--- src/rtl/axis_uart_rx_os.sv ---
// Oversampling UART receiver: majority-voted bit sampling, optional parity,
// framing/break detection, single-entry AXI-Stream master output.
module axis_uart_rx_os #(
    parameter int unsigned CLK_FREQ   = 27_000_000,
    parameter int unsigned BAUD_RATE  = 115_200,
    parameter int unsigned DATA_WIDTH = 8,
    parameter int unsigned PARITY     = 0,
    parameter int unsigned OVERSAMPLE = 16
) (
    input  logic                  clk_i,
    input  logic                  rst_i,
    input  logic                  uart_rx_i,
    output logic [DATA_WIDTH-1:0] m_axis_tdata_o,
    output logic [1:0]            m_axis_tuser_o,
    output logic                  m_axis_tvalid_o,
    input  logic                  m_axis_tready_i,
    output logic                  overrun_o
);

    localparam int unsigned DIV_RAW = (CLK_FREQ + BAUD_RATE * OVERSAMPLE / 2) / (BAUD_RATE * OVERSAMPLE);
    localparam int unsigned DIV     = (DIV_RAW < 1) ? 1 : DIV_RAW;
    localparam int unsigned DIV_W   = (DIV > 1) ? $clog2(DIV) : 1;
    localparam int unsigned OS_W    = $clog2(OVERSAMPLE);
    localparam int unsigned BIT_W   = $clog2(DATA_WIDTH + 1);
    localparam int unsigned MID     = OVERSAMPLE / 2;
    localparam bit          HAS_PAR = (PARITY != 0);

    localparam logic [DIV_W-1:0] DIV_MAX  = DIV_W'(DIV - 1);
    localparam logic [OS_W-1:0]  SMP_A    = OS_W'(MID - 1);
    localparam logic [OS_W-1:0]  SMP_B    = OS_W'(MID);
    localparam logic [OS_W-1:0]  SMP_C    = OS_W'(MID + 1);
    localparam logic [OS_W-1:0]  SMP_MAX  = OS_W'(OVERSAMPLE - 1);
    localparam logic [BIT_W-1:0] BIT_LAST = BIT_W'(DATA_WIDTH - 1);

    typedef enum logic [2:0] {
        S_IDLE, S_START, S_DATA, S_PARITY, S_STOP, S_BREAK
    } state_t;

    state_t r_state;
    state_t w_state_nxt;

    logic                  r_rx_meta, r_rx_sync, r_rx_prev;
    logic [DIV_W-1:0]      r_div_cnt;
    logic [OS_W-1:0]       r_smp_cnt;
    logic                  r_s0, r_s1;
    logic [DATA_WIDTH-1:0] r_shift;
    logic [BIT_W-1:0]      r_bit_cnt;
    logic                  r_par_err;

    logic w_fall, w_tick, w_decide, w_vote, w_all_zero, w_par_exp;
    logic w_start, w_cnt_clr, w_cnt_run, w_shift_en, w_par_chk, w_done;

    assign w_fall     = r_rx_prev & ~r_rx_sync;
    assign w_tick     = (r_div_cnt == DIV_MAX);
    assign w_decide   = w_tick && (r_smp_cnt == SMP_C);
    assign w_vote     = (r_s0 & r_s1) | (r_s0 & r_rx_sync) | (r_s1 & r_rx_sync);
    assign w_all_zero = (r_shift == '0);
    assign w_par_exp  = (PARITY == 1) ? ~(^r_shift) : (^r_shift);

    always_ff @(posedge clk_i) begin
        if (rst_i) begin
            r_state <= S_IDLE;
        end else begin
            r_state <= w_state_nxt;
        end
    end

    always_comb begin
        w_state_nxt = r_state;
        case (r_state)
            S_IDLE:   if (w_fall)   w_state_nxt = S_START;
            S_START:  if (w_decide) w_state_nxt = w_vote ? S_IDLE : S_DATA;
            S_DATA:   if (w_decide && (r_bit_cnt == BIT_LAST))
                          w_state_nxt = HAS_PAR ? S_PARITY : S_STOP;
            S_PARITY: if (w_decide) w_state_nxt = S_STOP;
            S_STOP:   if (w_decide) w_state_nxt = (!w_vote && w_all_zero) ? S_BREAK : S_IDLE;
            // Leave break only after a full bit time of continuous idle-high line
            S_BREAK:  if (r_rx_sync && w_tick && (r_smp_cnt == SMP_MAX)) w_state_nxt = S_IDLE;
            default:  w_state_nxt = S_IDLE;
        endcase
    end

    always_comb begin
        w_start    = 1'b0;
        w_cnt_clr  = 1'b0;
        w_cnt_run  = 1'b1;
        w_shift_en = 1'b0;
        w_par_chk  = 1'b0;
        w_done     = 1'b0;
        case (r_state)
            S_IDLE: begin
                w_cnt_run = 1'b0;
                w_start   = w_fall;
                w_cnt_clr = w_fall;
            end
            S_DATA:   w_shift_en = w_decide;
            S_PARITY: w_par_chk  = w_decide;
            S_STOP: begin
                w_done    = w_decide;
                w_cnt_clr = w_decide && !w_vote && w_all_zero;
            end
            S_BREAK:  w_cnt_clr = ~r_rx_sync;
            default: ;
        endcase
    end

    // Synchronizer, edge history and bit-timing counters
    always_ff @(posedge clk_i) begin
        if (rst_i) begin
            r_rx_meta <= 1'b1;
            r_rx_sync <= 1'b1;
            r_rx_prev <= 1'b1;
            r_div_cnt <= '0;
            r_smp_cnt <= '0;
            r_s0      <= 1'b1;
            r_s1      <= 1'b1;
        end else begin
            r_rx_meta <= uart_rx_i;
            r_rx_sync <= r_rx_meta;
            r_rx_prev <= r_rx_sync;
            if (w_cnt_clr) begin
                r_div_cnt <= '0;
                r_smp_cnt <= '0;
            end else if (w_cnt_run) begin
                if (w_tick) begin
                    r_div_cnt <= '0;
                    r_smp_cnt <= (r_smp_cnt == SMP_MAX) ? '0 : r_smp_cnt + OS_W'(1);
                end else begin
                    r_div_cnt <= r_div_cnt + DIV_W'(1);
                end
            end
            if (w_tick && (r_smp_cnt == SMP_A)) r_s0 <= r_rx_sync;
            if (w_tick && (r_smp_cnt == SMP_B)) r_s1 <= r_rx_sync;
        end
    end

    always_ff @(posedge clk_i) begin
        if (rst_i) begin
            r_shift   <= '0;
            r_bit_cnt <= '0;
            r_par_err <= 1'b0;
        end else begin
            if (w_shift_en) r_shift <= {w_vote, r_shift[DATA_WIDTH-1:1]};
            if (w_start)         r_bit_cnt <= '0;
            else if (w_shift_en) r_bit_cnt <= r_bit_cnt + BIT_W'(1);
            if (w_start)        r_par_err <= 1'b0;
            else if (w_par_chk) r_par_err <= (w_vote != w_par_exp);
        end
    end

    // Single-entry output; a frame completing while the word is held is dropped
    always_ff @(posedge clk_i) begin
        if (rst_i) begin
            m_axis_tdata_o  <= '0;
            m_axis_tuser_o  <= '0;
            m_axis_tvalid_o <= 1'b0;
            overrun_o       <= 1'b0;
        end else begin
            overrun_o <= 1'b0;
            if (m_axis_tvalid_o && m_axis_tready_i) m_axis_tvalid_o <= 1'b0;
            if (w_done) begin
                if (!m_axis_tvalid_o || m_axis_tready_i) begin
                    m_axis_tdata_o  <= r_shift;
                    m_axis_tuser_o  <= {r_par_err, ~w_vote};
                    m_axis_tvalid_o <= 1'b1;
                end else begin
                    overrun_o <= 1'b1;
                end
            end
        end
    end

endmodule

--- config.mk ---
export PLATFORM = sky130hd
export DESIGN_NAME = axis_uart_rx_os
export DESIGN_NICKNAME = d
export VERILOG_FILES = /design/src/rtl/axis_uart_rx_os.sv
export SDC_FILE = /design/constraint.sdc
export NUM_CORES = 1
export LEC_CHECK = 0
export ABC_AREA = 0
export CORE_MARGIN = 2
export CORE_UTILIZATION = 50
export DETAILED_ROUTE_END_ITERATION = 8
export PLACE_DENSITY_LB_ADDON = 0.2
export SYNTH_ARGS = -nofsm -noshare
export SYNTH_HDL_FRONTEND = slang
export SYNTH_SLANG_ARGS = --single-unit
--- constraint.sdc ---
create_clock -name clk_i -period 1.7 [get_ports clk_i]
set_input_delay 0.51 -clock clk_i [delete_from_list [all_inputs] [get_ports clk_i]]
set_output_delay 0.51 -clock clk_i [all_outputs]
set_load 0.05 [all_outputs]
After elaboration in Yosys (flattened, before gate mapping)
Cells that the tools add are included.
- bits in registers: 41
- output and inout bits: 12
- logic and storage cells: 88
- $add $sub $neg: 3
- equality and inequality tests: 18
- multiplexer cells: 20
- bitwise operators: 10
- reduce and logical (&&, ||, !) cells: 22
- operators with widths (cell ; number):
    3-bit 2-to-1 mux ; 7
    3-bit one-hot mux with 6 select lines ; 1
    4-bit == test, second input constant ; 4
    4-bit by 1-bit adder with 4-bit output, second input constant ; 3
    2-bit inequality test, second input constant ; 6
    1-bit logical AND ; 10
    4-bit by 3-bit == test with 1-bit output, second input constant ; 2
    8-bit zero test ; 1
    1-bit 2-to-1 mux ; 8
    4-bit 2-to-1 mux ; 2
    8-bit XOR reduction ; 1
    3-bit by 2-bit == test with 1-bit output, second input constant ; 2
    3-bit == test, second input constant ; 2
    6-bit AND reduction ; 1
    2-bit OR reduction ; 3
    1-bit bitwise AND ; 4
    1-bit inverter ; 4
    2-bit AND reduction ; 2
    3-bit by 1-bit == test with 1-bit output, second input constant ; 1
    3-bit zero test ; 1
    1-bit one-hot mux with 3 select lines ; 1
    1-bit zero test ; 2
    2-bit 2-to-1 mux ; 1
    1-bit OR ; 2
    other kinds (2) ; 2

Depth between registers and ports, before layout
- depth after elaboration: 8
- gate-level depth with buffers: 9
- depth with buffers taken out: 7

Worst setup path after synthesis
No wires, ideal clock.
- path kind: reg2reg
- start point: register r_smp_cnt[0]
- end point: register m_axis_tdata_o[4]
- library setup time: 0.071 ns
- arrival time: 1.490 ns
- required time: 1.629 ns
- path slack: 0.139 ns
- stages on the path, launching flop included: 9
- clock period less this slack: 1.561 ns
- path through: dfxtp_1 ha_1 nor2b_1 and3_4 buf_6 and3_4 buf_6 nand2_1 a21oi_1
- cells in the longest elaborated chain, start to end: 4
- RTL lines (what ; RTL line ; text):
    start, declared ; 44 ; logic [OS_W-1:0] r_smp_cnt;
    start signal, assigned ; 127 ; r_smp_cnt <= (r_smp_cnt == SMP_MAX) ? '0 : r_smp_cnt + OS_W'(1);
    4-bit == test ; 55 ; assign w_decide = w_tick && (r_smp_cnt == SMP_C);
    1-bit logical AND ; 55 ;
    1-bit 2-to-1 mux ; 90 ; case (r_state)
    2-bit AND reduction (no line) ; - ;
    end signal, assigned ; 163 ; m_axis_tdata_o <= r_shift;
    end, declared ; 13 ; output logic [DATA_WIDTH-1:0] m_axis_tdata_o,
No other way between the ends.
A chain may end at the register's enable or synchronous reset.

Final worst setup path
- start point: register r_state[1]
- end point: register r_state[0]
- cells in the longest elaborated chain, start to end: 3
- elaborated cells between the ends (all ways): 14
- those cells by class: eq/ne (11); mux (1); reduce/logical (2)
- RTL lines (what ; RTL line ; text):
    start, declared ; 39 ; state_t r_state;
    start signal, assigned ; 64 ; r_state <= w_state_nxt;
    3-bit == test, or another cell as far along ; 70 ; case (r_state)
    2-bit inequality test (no line) ; - ;
    6-bit AND reduction (no line) ; - ;
Several ways; a longest one is shown, not always the timed one.

==> impl_metrics.ini <==
[worst_setup_path]
critPathTopFamily = simple AND/OR/NAND/NOR gates
setup.worst_path.class = flip-flop to flip-flop
cp_num_buf_inv = 1
crit_arrival_ps = 1790
crit_chain = buf_4 > or3_1 > nand2_1 > o221a_2 > nor2_1 > a311oi_2
cp_slowest_cell = dfxtp_1
worstSetupStartpointType = flip-flop
required_ps = 1900
cpPeakStageDelay_ps = 360
crit_fanout = 7
cp-end-kind = flip-flop

[clock_tree]
clk_pin_slew_worst_paths_ps = 80
holdBufCountCts = 0
cts.sinks = 41
cts_buffer_depth = 2
htreeDepth = 2
cts_tree = done
clock_latency_ps = 290
root_buffer = clkbuf_8
cts_buffers = 5

[routing]
ant_nets = 0
drt_first_pass_iters = 4
wire_per_inst_um = 12.6
drt_wl_total_um = 3970
num_vias = 1674
drc = 0
viasPerCell = 5.30
drtIter0Drc = 154

[min_path]
hp-class = flip-flop to flip-flop

[synth]
synth_seq_area_share_pct = 42.1
synthDistinctLibCells = 40
syn_avg_cell_area_um2 = 8.34
synthesis.nets = 246
synth_cells = 234
ys.flop_type = dfxtp_1
ys_async_sr_fraction_pct = 0
syn_area_um2 = 1950
synth_warnings = 0
synth-edff-count = 0
ys_seq_elements = 41

[global_route]
grt_pass1_vias = 1583
grt_overflow = 0
top_usage_layer = met2
grt_max_degree = 17
track_usage_pct = 20.9
antenna_found_initial = 0
grt.met1_usage_pct = 27.7
use_met3_pct = 5.57
grt_pass1_wl_um = 7020
grt_use_met2_pct = 32.4

[final_layout]
fin_util_pct = 66.9
antenna_cells = 0
drive_above_1_share_pct = 21.6
syn2layout_area_growth_pct = 27.5
nets = 280

[placed_design]
place.gp.congestion = 0.874
dp_slack_ps = -4.79
portBuffers = 15
dp.final_hpwl_um = 2940

[sta]
skew_ps = 6.76
worstMarginPinSlew_ps = 333
hold_viol = 0
fin_crit_sh_pct = 93.7
fin_crit_ps = 1590
setup_viol = 0
fin_ws_ps = 108
relSlewSlack_pct = 77.7
fmax_mhz = 628
slew_violations = 0
rsz0062_at_grt = no
finalSetupTns_ps = 0

[run_status]
status = finished clean

[die]
core_area_um2 = 3720
die_x_um = 66.5
die_area_um2 = 4420
start_util_pct = 52.5
die_h_um = 66.5
io_pins = 16
num_rows = 22

[power]
peakVddDrop_uv = 435
power.density_nw_per_um2 = 902
p_leak_nw = 0.903

[run]
max_cap_violations = 0
-- power breakdown --
group	leakage (nW)	switching, W	internal [W]
logic	0.528	0.000281	0.000260
clock network	0.0433	0.000318	0.000321
registers	0.331	0.0000617	0.00100
total	0.903	0.000661	0.00158
-- registers in the layout, summed over array words and instances (netlist names) --
name             count
r_rx_meta            1
r_s1                 1
r_shift              8
r_rx_prev            1
overrun_o            1
m_axis_tdata_o       8
r_par_err            1
r_s0                 1
m_axis_tvalid_o      1
r_smp_cnt            4
r_bit_cnt            4
r_rx_sync            1
m_axis_tuser_o       2
r_state              3
r_div_cnt            4
-- cells in the final DEF, fill, tap and decap left out, drive strengths merged --
cell and n:
a211oi 5, a21o 2, a21oi 26, a311oi 1
a41oi 1, and2 1, and3 3, and4 1
and4b 1, buf 36, clkbuf 6, clkdlybuf4s50 3
clkinvlp 1, dfxtp 41, ha 8, inv 13
maj3 1, mux2i 3, nand2 47, nand2b 4
nand3 4, nand4 3, nand4b 2, nor2 19
nor2b 2, nor3 10, nor3b 1, nor4 1
o21ai 3, o221a 1, o221ai 1, o22a 1
o2bb2ai 1, o31ai 1, or2 4, or3 1
xnor2 5, xor2 4
-- Yosys cell counts (5+ instances only) --
| cell | n | area, µm² |
|---|---|---|
| ha_1 | 8 | 100 |
| nor2_1 | 19 | 71.3 |
| a21oi_1 | 26 | 130 |
| dfxtp_1 | 41 | 821 |
| xnor2_1 | 5 | 43.8 |
| nand2_1 | 47 | 176 |
| inv_1 | 13 | 48.8 |
| nor3_1 | 10 | 50.1 |
-- metrics by stage --
step	area, µm²	hold slack (ps)	power [W]	cells
floorplan	1950	389	0.00147	234
global placement	2370	393	0.00161	308
detailed placement	2370	398	0.00161	308
CTS	2460	418	0.00225	315
global route	2490	444	0.00238	316
finish	2490	414	0.00224	316
-- kinds of logic (layout without fill, tap and decap cells) --
group / Yosys count / in the layout / share of synthesized area, %
fa+ha+maj: 9 / 9 / 5.64
compound gates: 43 / 43 / 14.9
buf+inv: 25 / 59 / 6.61
simple gates: 104 / 104 / 25.1
mux: 3 / 3 / 1.54
flops: 41 / 41 / 42.1
xor+xnor: 9 / 9 / 4.04
-- layer usage --
| metal | part of all wire, % | wire [µm] |
|---|---|---|
| met5 | 0 | 0 |
| met4 | 2.0 | 78 |
| met3 | 4.0 | 158 |
| met2 | 46 | 1810 |
| met1 | 48 | 1920 |
-- cell type report --
| cell class | instances | area (µm²) |
|---|---|---|
| clock buffers | 6 | 82.6 |
| repair buffers | 39 | 450 |
| inverters | 13 | 48.8 |
| clock inverters | 1 | 7.51 |
| fillers | 322 | 1230 |
| well taps | 48 | 60.1 |
| multi-input cells | 168 | 1020 |
| flip-flops and latches | 41 | 821 |
-- worst paths after layout --
check,start,end,slack [ps],depth (start not counted)
hold / removal,r_rx_meta,r_rx_sync,410,1
setup reg to reg,r_state[1],r_state[0],110,6
setup / recovery,r_state[1],r_state[0],110,6
hold reg to reg,r_rx_meta,r_rx_sync,410,1
-- what timing repair did --
item	CTS	global route
gates resized for setup	0	6
buffers inserted	0	1
endpoints found under the hold margin	0	0
setup endpoints to repair	0	33
(Power assumes the default switching activity.)
